## src/rtl/fb_write_gen_pkg.sv

```systemverilog
// Shared types and defaults for the frame-buffer write path.
package fb_write_gen_pkg;

    localparam int unsigned H_RES_DEF = 320;
    localparam int unsigned V_RES_DEF = 240;
    localparam int unsigned FB_ADDR_W = 17;
    localparam int unsigned PIX_W_DEF = 8;

    typedef enum logic [1:0] {
        IDLE,
        ARM,
        CAPTURE,
        DRAIN
    } fbw_state_t;

    // Counter width that stays legal when a dimension is 1.
    function automatic int unsigned cnt_w(input int unsigned n);
        return (n > 1) ? $clog2(n) : 1;
    endfunction

endpackage

```

## src/rtl/fb_xy_counter.sv

```systemverilog
// Raster position counter: x/y with wrap, linear address kept in step without a multiplier.
module fb_xy_counter
    import fb_write_gen_pkg::*;
#(
    parameter int unsigned H_RES  = H_RES_DEF,
    parameter int unsigned V_RES  = V_RES_DEF,
    parameter int unsigned ADDR_W = FB_ADDR_W
) (
    input  logic              clock,
    input  logic              reset_n,
    input  logic              clear,
    input  logic              restart,
    input  logic              step,
    output logic [ADDR_W-1:0] addr,
    output logic              last_c
);

    localparam int unsigned X_W = cnt_w(H_RES);
    localparam int unsigned Y_W = cnt_w(V_RES);
    // Position immediately after the origin, used when a SOF pixel lands on address 0.
    localparam int unsigned R_X = (H_RES > 1) ? 1 : 0;
    localparam int unsigned R_Y = (H_RES == 1 && V_RES > 1) ? 1 : 0;
    localparam int unsigned R_A = (H_RES * V_RES > 1) ? 1 : 0;

    logic [X_W-1:0] x;
    logic [Y_W-1:0] y;
    logic           x_end;
    logic           y_end;

    assign x_end  = (x == X_W'(H_RES - 1));
    assign y_end  = (y == Y_W'(V_RES - 1));
    assign last_c = x_end && y_end;

    always_ff @(posedge clock or negedge reset_n) begin
        if (!reset_n) begin
            x    <= '0;
            y    <= '0;
            addr <= '0;
        end else if (clear) begin
            x    <= '0;
            y    <= '0;
            addr <= '0;
        end else if (restart) begin
            x    <= X_W'(R_X);
            y    <= Y_W'(R_Y);
            addr <= ADDR_W'(R_A);
        end else if (step) begin
            if (x_end) begin
                x <= '0;
                if (y_end) begin
                    y    <= '0;
                    addr <= '0;
                end else begin
                    y    <= y + Y_W'(1);
                    addr <= addr + ADDR_W'(1);
                end
            end else begin
                x    <= x + X_W'(1);
                addr <= addr + ADDR_W'(1);
            end
        end
    end

endmodule

```

## src/rtl/fb_write_gen.sv

```systemverilog
// Frame-buffer write generator: takes one raster frame from a pixel stream and emits RAM writes.
module fb_write_gen
    import fb_write_gen_pkg::*;
#(
    parameter int unsigned H_RES  = H_RES_DEF,
    parameter int unsigned V_RES  = V_RES_DEF,
    parameter int unsigned ADDR_W = FB_ADDR_W,
    parameter int unsigned PIX_W  = PIX_W_DEF
) (
    input  logic              clock,
    input  logic              reset_n,
    input  logic              start,
    input  logic              pix_valid,
    input  logic              pix_sof,
    input  logic [PIX_W-1:0]  pix_data,
    output logic              pix_ready,
    input  logic              mem_busy,
    output logic              wr_en,
    output logic [ADDR_W-1:0] wr_addr,
    output logic [PIX_W-1:0]  wr_data,
    output logic              busy,
    output logic              frame_done,
    output logic              sof_err
);

    localparam bit SINGLE = (H_RES * V_RES == 1);

    fbw_state_t        state;
    fbw_state_t        state_nxt;
    logic [ADDR_W-1:0] cnt_addr;
    logic              cnt_last_c;
    logic              cnt_clear_c;
    logic              cnt_restart_c;
    logic              cnt_step_c;
    logic              accept_c;
    logic              hold_c;
    logic              retire_c;
    logic              wr_load_c;
    logic              sof_set_c;
    logic              done_c;

    fb_xy_counter #(
        .H_RES  (H_RES),
        .V_RES  (V_RES),
        .ADDR_W (ADDR_W)
    ) u_xy (
        .clock   (clock),
        .reset_n (reset_n),
        .clear   (cnt_clear_c),
        .restart (cnt_restart_c),
        .step    (cnt_step_c),
        .addr    (cnt_addr),
        .last_c  (cnt_last_c)
    );

    always_ff @(posedge clock or negedge reset_n) begin
        if (!reset_n) state <= IDLE;
        else          state <= state_nxt;
    end

    // Next state, handshake and write-control decode.
    always_comb begin
        state_nxt     = state;
        pix_ready     = 1'b0;
        cnt_clear_c   = 1'b0;
        hold_c        = wr_en && mem_busy;
        retire_c      = wr_en && !mem_busy;
        done_c        = 1'b0;

        case (state)
            IDLE: begin
                if (start) begin
                    state_nxt   = ARM;
                    cnt_clear_c = 1'b1;
                end
            end
            ARM: begin
                pix_ready = 1'b1;
                if (pix_valid && pix_sof) state_nxt = SINGLE ? DRAIN : CAPTURE;
            end
            CAPTURE: begin
                pix_ready = !hold_c;
                if (pix_valid && pix_ready) begin
                    if (pix_sof)         state_nxt = SINGLE ? DRAIN : CAPTURE;
                    else if (cnt_last_c) state_nxt = DRAIN;
                end
            end
            DRAIN: begin
                if (retire_c) begin
                    state_nxt = IDLE;
                    done_c    = 1'b1;
                end
            end
            default: state_nxt = IDLE;
        endcase

        accept_c      = pix_valid && pix_ready;
        wr_load_c     = accept_c && ((state == CAPTURE) || (state == ARM && pix_sof));
        cnt_restart_c = wr_load_c && pix_sof;
        cnt_step_c    = wr_load_c && !pix_sof;
        sof_set_c     = accept_c && (state == CAPTURE) && pix_sof && (cnt_addr != ADDR_W'(0));
    end

    // Output holding register: a stalled write stays put until the RAM takes it.
    always_ff @(posedge clock or negedge reset_n) begin
        if (!reset_n) begin
            wr_en      <= 1'b0;
            wr_addr    <= '0;
            wr_data    <= '0;
            busy       <= 1'b0;
            frame_done <= 1'b0;
            sof_err    <= 1'b0;
        end else begin
            if (!hold_c) begin
                if (wr_load_c) begin
                    wr_en   <= 1'b1;
                    wr_addr <= pix_sof ? ADDR_W'(0) : cnt_addr;
                    wr_data <= pix_data;
                end else begin
                    wr_en   <= 1'b0;
                end
            end
            busy       <= (state_nxt != IDLE);
            frame_done <= done_c;
            if (cnt_clear_c)    sof_err <= 1'b0;
            else if (sof_set_c) sof_err <= 1'b1;
        end
    end

endmodule

```

## config.mk

```make
export PLATFORM = sky130hd
export DESIGN_NAME = fb_write_gen
export DESIGN_NICKNAME = d
export VERILOG_FILES = /design/src/rtl/fb_write_gen_pkg.sv /design/src/rtl/fb_xy_counter.sv /design/src/rtl/fb_write_gen.sv
export SDC_FILE = /design/constraint.sdc
export NUM_CORES = 1
export LEC_CHECK = 0
export CAP_MARGIN = 20
export CORE_ASPECT_RATIO = 0.6
export CORE_MARGIN = 10
export CORE_UTILIZATION = 35
export DETAILED_ROUTE_END_ITERATION = 16
export PLACE_DENSITY = 0.63
export RECOVER_POWER = 50
export SLEW_MARGIN = 20
export SYNTH_ARGS = -nofsm -noshare
export SYNTH_HDL_FRONTEND = slang
export SYNTH_HIERARCHICAL = 1
export SYNTH_SLANG_ARGS = --single-unit
```

## constraint.sdc

```tcl
create_clock -name clock -period 2.1 [get_ports clock]
set_input_delay 0.42 -clock clock [delete_from_list [all_inputs] [get_ports clock]]
set_output_delay 0.42 -clock clock [all_outputs]
set_load 0.03 [all_outputs]
```

==> implementation parameters <==
Parameter                              Value

GRT
  Global-route wire length before repair    between 10 and 15 mm
  Number of global-route vias before repair    2700
  Combined global-route utilization of all metal layers    between 10% and 20%
  Global routing usage on met1    16.9%
  Met2 routing resource usage after global routing    a little under a fifth
  GRT Residual Overflow    0
  Global Route met3 Usage    under 10%
  Initial antenna violation count    0
  Largest net degree at the start of global routing    31
  Most Used Layer, Global Route    met2

Worst setup path
  Beginning of the critical path    state[0]
  Endpoint of the lowest-slack register-to-register path    u_xy/addr[16]
  Required arrival time at the worst endpoint    between 2 and 2.5 ns
  Cells along the critical path    inv_2 > ha_4 > nand4b_1 > nor2_4 > o311ai_4 > or2_4 > or4_4 > a21oi_2
  Delay of the slowest cell on the worst path    between 0.4 and 0.5 ns
  Critical path endpoint category    register
  Startpoint of the most critical register-to-register path    state[0]
  Data arrival time of the critical path    2.42 ns
  Worst setup endpoint    u_xy/addr[16]
  Worst Path Class, Setup    reg2reg
  Setup slack of the most critical reg-to-reg path    -0.05 ns
  Worst-path fanout max    4
  Number of cells on the worst reg-to-reg path    8
  Kind of launch point of the worst setup path    register
  Cell with the largest stage delay on the worst path    sky130_fd_sc_hd__or4_4

Floorplanning
  Placeable core region    just under 9000 sq um
  Row Count    26
  Initial standard-cell utilization of the core    a little under two fifths
  Die area    approximately 14000 sq um
  Die height    approximately 94 um
  # IOs    44
  Die Wd    around 140 um

STA
  Tmin final    2.15 ns
  Worst clock skew    around 0.0068 ns
  Setup-violating endpoint count in the final report    4
  Hold slack    0.406 ns
  Worst-case headroom to the max-slew limit    between 4 and 5%
  Final worst slack    -0.0502 ns
  Transition time at the pin with the least slew margin    1.43 ns
  Final Hold Viols    0
  RSZ-0062 raised after global routing    yes
  Final Cycle Share    102%
  Fmax    about 470 MHz
  Slew Viols, Final    0

Logic synthesis
  Proportion of synthesized flip-flops having asynchronous set or reset    100%
  Leading register cell type out of synthesis    sky130_fd_sc_hd__dfrtp_1
  Share of the yosys chip area belonging to registers    50.5%
  YS warnings    6
  Area of the mapped netlist    about 3200 sq um
  Distinct cell type count of the synthesized netlist    56
  Net Count, Synth    ~330
  Number of flops mapped to enable cells by yosys    0
  Total of flip-flops plus latches after synthesis    65
  Post-Synthesis Mean Instance Area    ~11 sq um
  Instance count of the mapped netlist    306

Clock network
  Number of sinks on the clock net    65
  Clk Tree Root Cell    sky130_fd_sc_hd__clkbuf_16
  Clock latency on the worst-skew pair    approximately 0.34 ns
  Clk pin slew, worst setup/hold paths    around 0.06 ns
  Quantity of hold-fixing buffers added after cts    0
  TritonCTS buffer count    9
  CTS tree    yes
  H-tree depth    3
  Clock Tree Buf Depth    2

Final layout
  Number of antenna diodes    0
  Final layout net count    around 430
  Area taken by multi-input logic gates    1600 sq um
  Filler cells    just under 800
  Total area of sequential cells    around 1600 sq um
  Share of post-route cells with drive strength above 1    about a quarter
  Synthesis-to-layout area growth    42.7%

Route
  Overall via count from detail_route    about 2800
  Remaining antenna violation count    0
  DRC viols    0
  Total routed wirelength    8.14 mm
  Routed length per placed instance    between 15 and 20 um
  1st-iter DRT viols    approximately 140
  Number of iterations in the first detailed-routing pass    5
  Number of vias per cell    about 5.3

Worst hold path
  Class of the most critical hold timing path    in2async

Power and ir drop
  Worst vdd rail ir drop    0.000397 V
  Power density over the cells    between 1000 and 1500 nW/um^2
  Static leakage power    around 2.0 nW

Placed design
  Count of port buffers added during placement    43
  Weighted congestion reported at the end of routability-driven placement    0.882
  DP HPWL    ~5.9 mm
  Post-Place Worst Slack    -0.397 ns

Run status
  Violated checks    negative setup slack
  Result of the run    complete, but fails checks

Run
  Max-capacitance violation count    0
-- per-stage QoR --
| stage | instances | power, W | setup TNS, ns | instance area, sq um | util, % |
|---|---|---|---|---|---|
| 5_1_grt | 525 | 0.00532 | -4.13 | 4590 | 52.7 |
| 3_5_place_dp | 502 | 0.00327 | -7.08 | 4180 | 48.0 |
| 6_report | 525 | 0.00507 | -0.0878 | 4590 | 52.7 |
| 3_3_place_gp | 502 | 0.00324 | -6.38 | 4180 | 48.0 |
| 2_1_floorplan | 306 | 0.00240 | -0.0900 | 3260 | - |
| 4_1_cts | 523 | 0.00508 | -0.0478 | 4580 | 52.6 |
-- synth_stat cells (all sizes together), types with 8 or more instances --
master / n / area [sq um]
a21oi: 19 / 98.9
xor2: 8 / 70.1
a22o: 18 / 158
nand3: 17 / 90.1
nor2: 30 / 113
nor4: 8 / 56.3
nand4: 13 / 81.3
mux2: 8 / 101
or3: 8 / 50.1
ha: 9 / 113
nand2: 19 / 71.3
dfrtp: 65 / 1630
o21ai: 13 / 68.8
-- worst min-delay path by stage --
| stage | start | end | slack (ns) | cells after the start |
|---|---|---|---|---|
| 6_report | reset_n | wr_addr[7] | 0.41 | 1 |
| 5_1_grt | wr_addr[16] | wr_addr[16] | 0.52 | 1 |
| 4_1_cts | reset_n | wr_data[6] | 0.12 | 1 |
| 3_5_place_dp | reset_n | wr_data[6] | 0.48 | 1 |
| 3_3_place_gp | reset_n | wr_data[6] | 0.46 | 1 |
| 2_1_floorplan | reset_n | busy | 0.12 | 0 |
-- timing repair --
item | CTS | global route
setup endpoints to repair | 19 | 26
buffers inserted | 5 | 3
gates cloned | 0 | 0
hold endpoints to repair | 0 | 0
pin swaps | 4 | 7
resized for setup | 6 | 8
-- layer usage --
layer | vias up | share of wire [%]
met5 | - | 0
met4 | 0 | 1.0
met3 | 8 | 4.8
met2 | 49 | 43
met1 | 1372 | 51
li1 | 1343 | -
-- cell usage in the layout (no fill, tap or decap), types with 2 or more instances in the layout --
cell,Yosys,layout
sky130_fd_sc_hd__clkdlybuf4s50_1,0,40
sky130_fd_sc_hd__dfrtp_1,65,65
sky130_fd_sc_hd__nand2_1,19,18
sky130_fd_sc_hd__a21oi_2,1,4
sky130_fd_sc_hd__mux2_4,3,3
sky130_fd_sc_hd__o21ai_1,0,2
sky130_fd_sc_hd__a31oi_1,3,3
sky130_fd_sc_hd__o31ai_1,2,2
sky130_fd_sc_hd__a21oi_1,18,15
sky130_fd_sc_hd__buf_4,0,49
sky130_fd_sc_hd__nand3_1,16,16
sky130_fd_sc_hd__or4_1,2,2
sky130_fd_sc_hd__xnor2_1,7,7
sky130_fd_sc_hd__mux2_2,5,5
sky130_fd_sc_hd__inv_1,7,5
sky130_fd_sc_hd__inv_2,0,2
sky130_fd_sc_hd__ha_4,0,2
sky130_fd_sc_hd__and3_1,6,6
sky130_fd_sc_hd__ha_1,9,7
sky130_fd_sc_hd__or2_4,1,2
sky130_fd_sc_hd__nor4_1,7,7
sky130_fd_sc_hd__clkbuf_16,0,9
sky130_fd_sc_hd__clkbuf_1,3,5
sky130_fd_sc_hd__or3_1,8,7
sky130_fd_sc_hd__xor2_1,8,8
sky130_fd_sc_hd__o41ai_1,2,2
sky130_fd_sc_hd__and2_1,4,4
sky130_fd_sc_hd__o21ai_0,12,10
sky130_fd_sc_hd__bufinv_16,0,3
sky130_fd_sc_hd__nand4_1,13,13
sky130_fd_sc_hd__buf_12,0,2
sky130_fd_sc_hd__nor3_1,4,3
sky130_fd_sc_hd__a22o_1,18,18
sky130_fd_sc_hd__nor2_1,30,28
-- kinds of logic (layout without fill, tap and decap cells) --
| family | after synthesis | after routing | share of synthesized area [%] |
|---|---|---|---|
| buf+inv | 15 | 122 | 2.33 |
| flops | 65 | 65 | 50.5 |
| fa+ha+maj | 9 | 9 | 3.50 |
| compound gates | 68 | 68 | 14.9 |
| xor+xnor | 15 | 15 | 4.08 |
| mux | 9 | 9 | 3.46 |
| simple gates | 125 | 125 | 21.2 |
-- report_power, final --
group          switching, W  internal, W
combinational      0.000965     0.000909
clock              0.000559      0.00116
sequential        0.0000801      0.00139
total               0.00160      0.00346
-- flip-flops by register name, summed over array words and instances (netlist names) --
name / flops
busy: 1
frame_done: 1
sof_err: 1
state: 2
u_xy/addr: 17
u_xy/x: 9
u_xy/y: 8
wr_addr: 17
wr_data: 8
wr_en: 1
-- final cells by class --
| type | count | share of cell area [%] |
|---|---|---|
| sequential | 65 | 35.4 |
| timing repair buffer | 99 | 18.7 |
| inverter | 7 | 0.572 |
| tap | 112 | 3.05 |
| clock inverter | 6 | 2.51 |
| clock buffer | 10 | 4.99 |
| multi-input combinational | 226 | 34.7 |
-- critical path, delay by kind of cell (launching register included) --
kind | cells | cell delay, ns
AO/OA/AOI/OAI | 2 | 0.24
AND/OR/NAND/NOR | 4 | 1.10
flip-flops | 1 | 0.38
buffers and inverters | 1 | 0.08
adder cells (fa/ha/maj) | 1 | 0.28
Power figures use the tool's default switching activity.
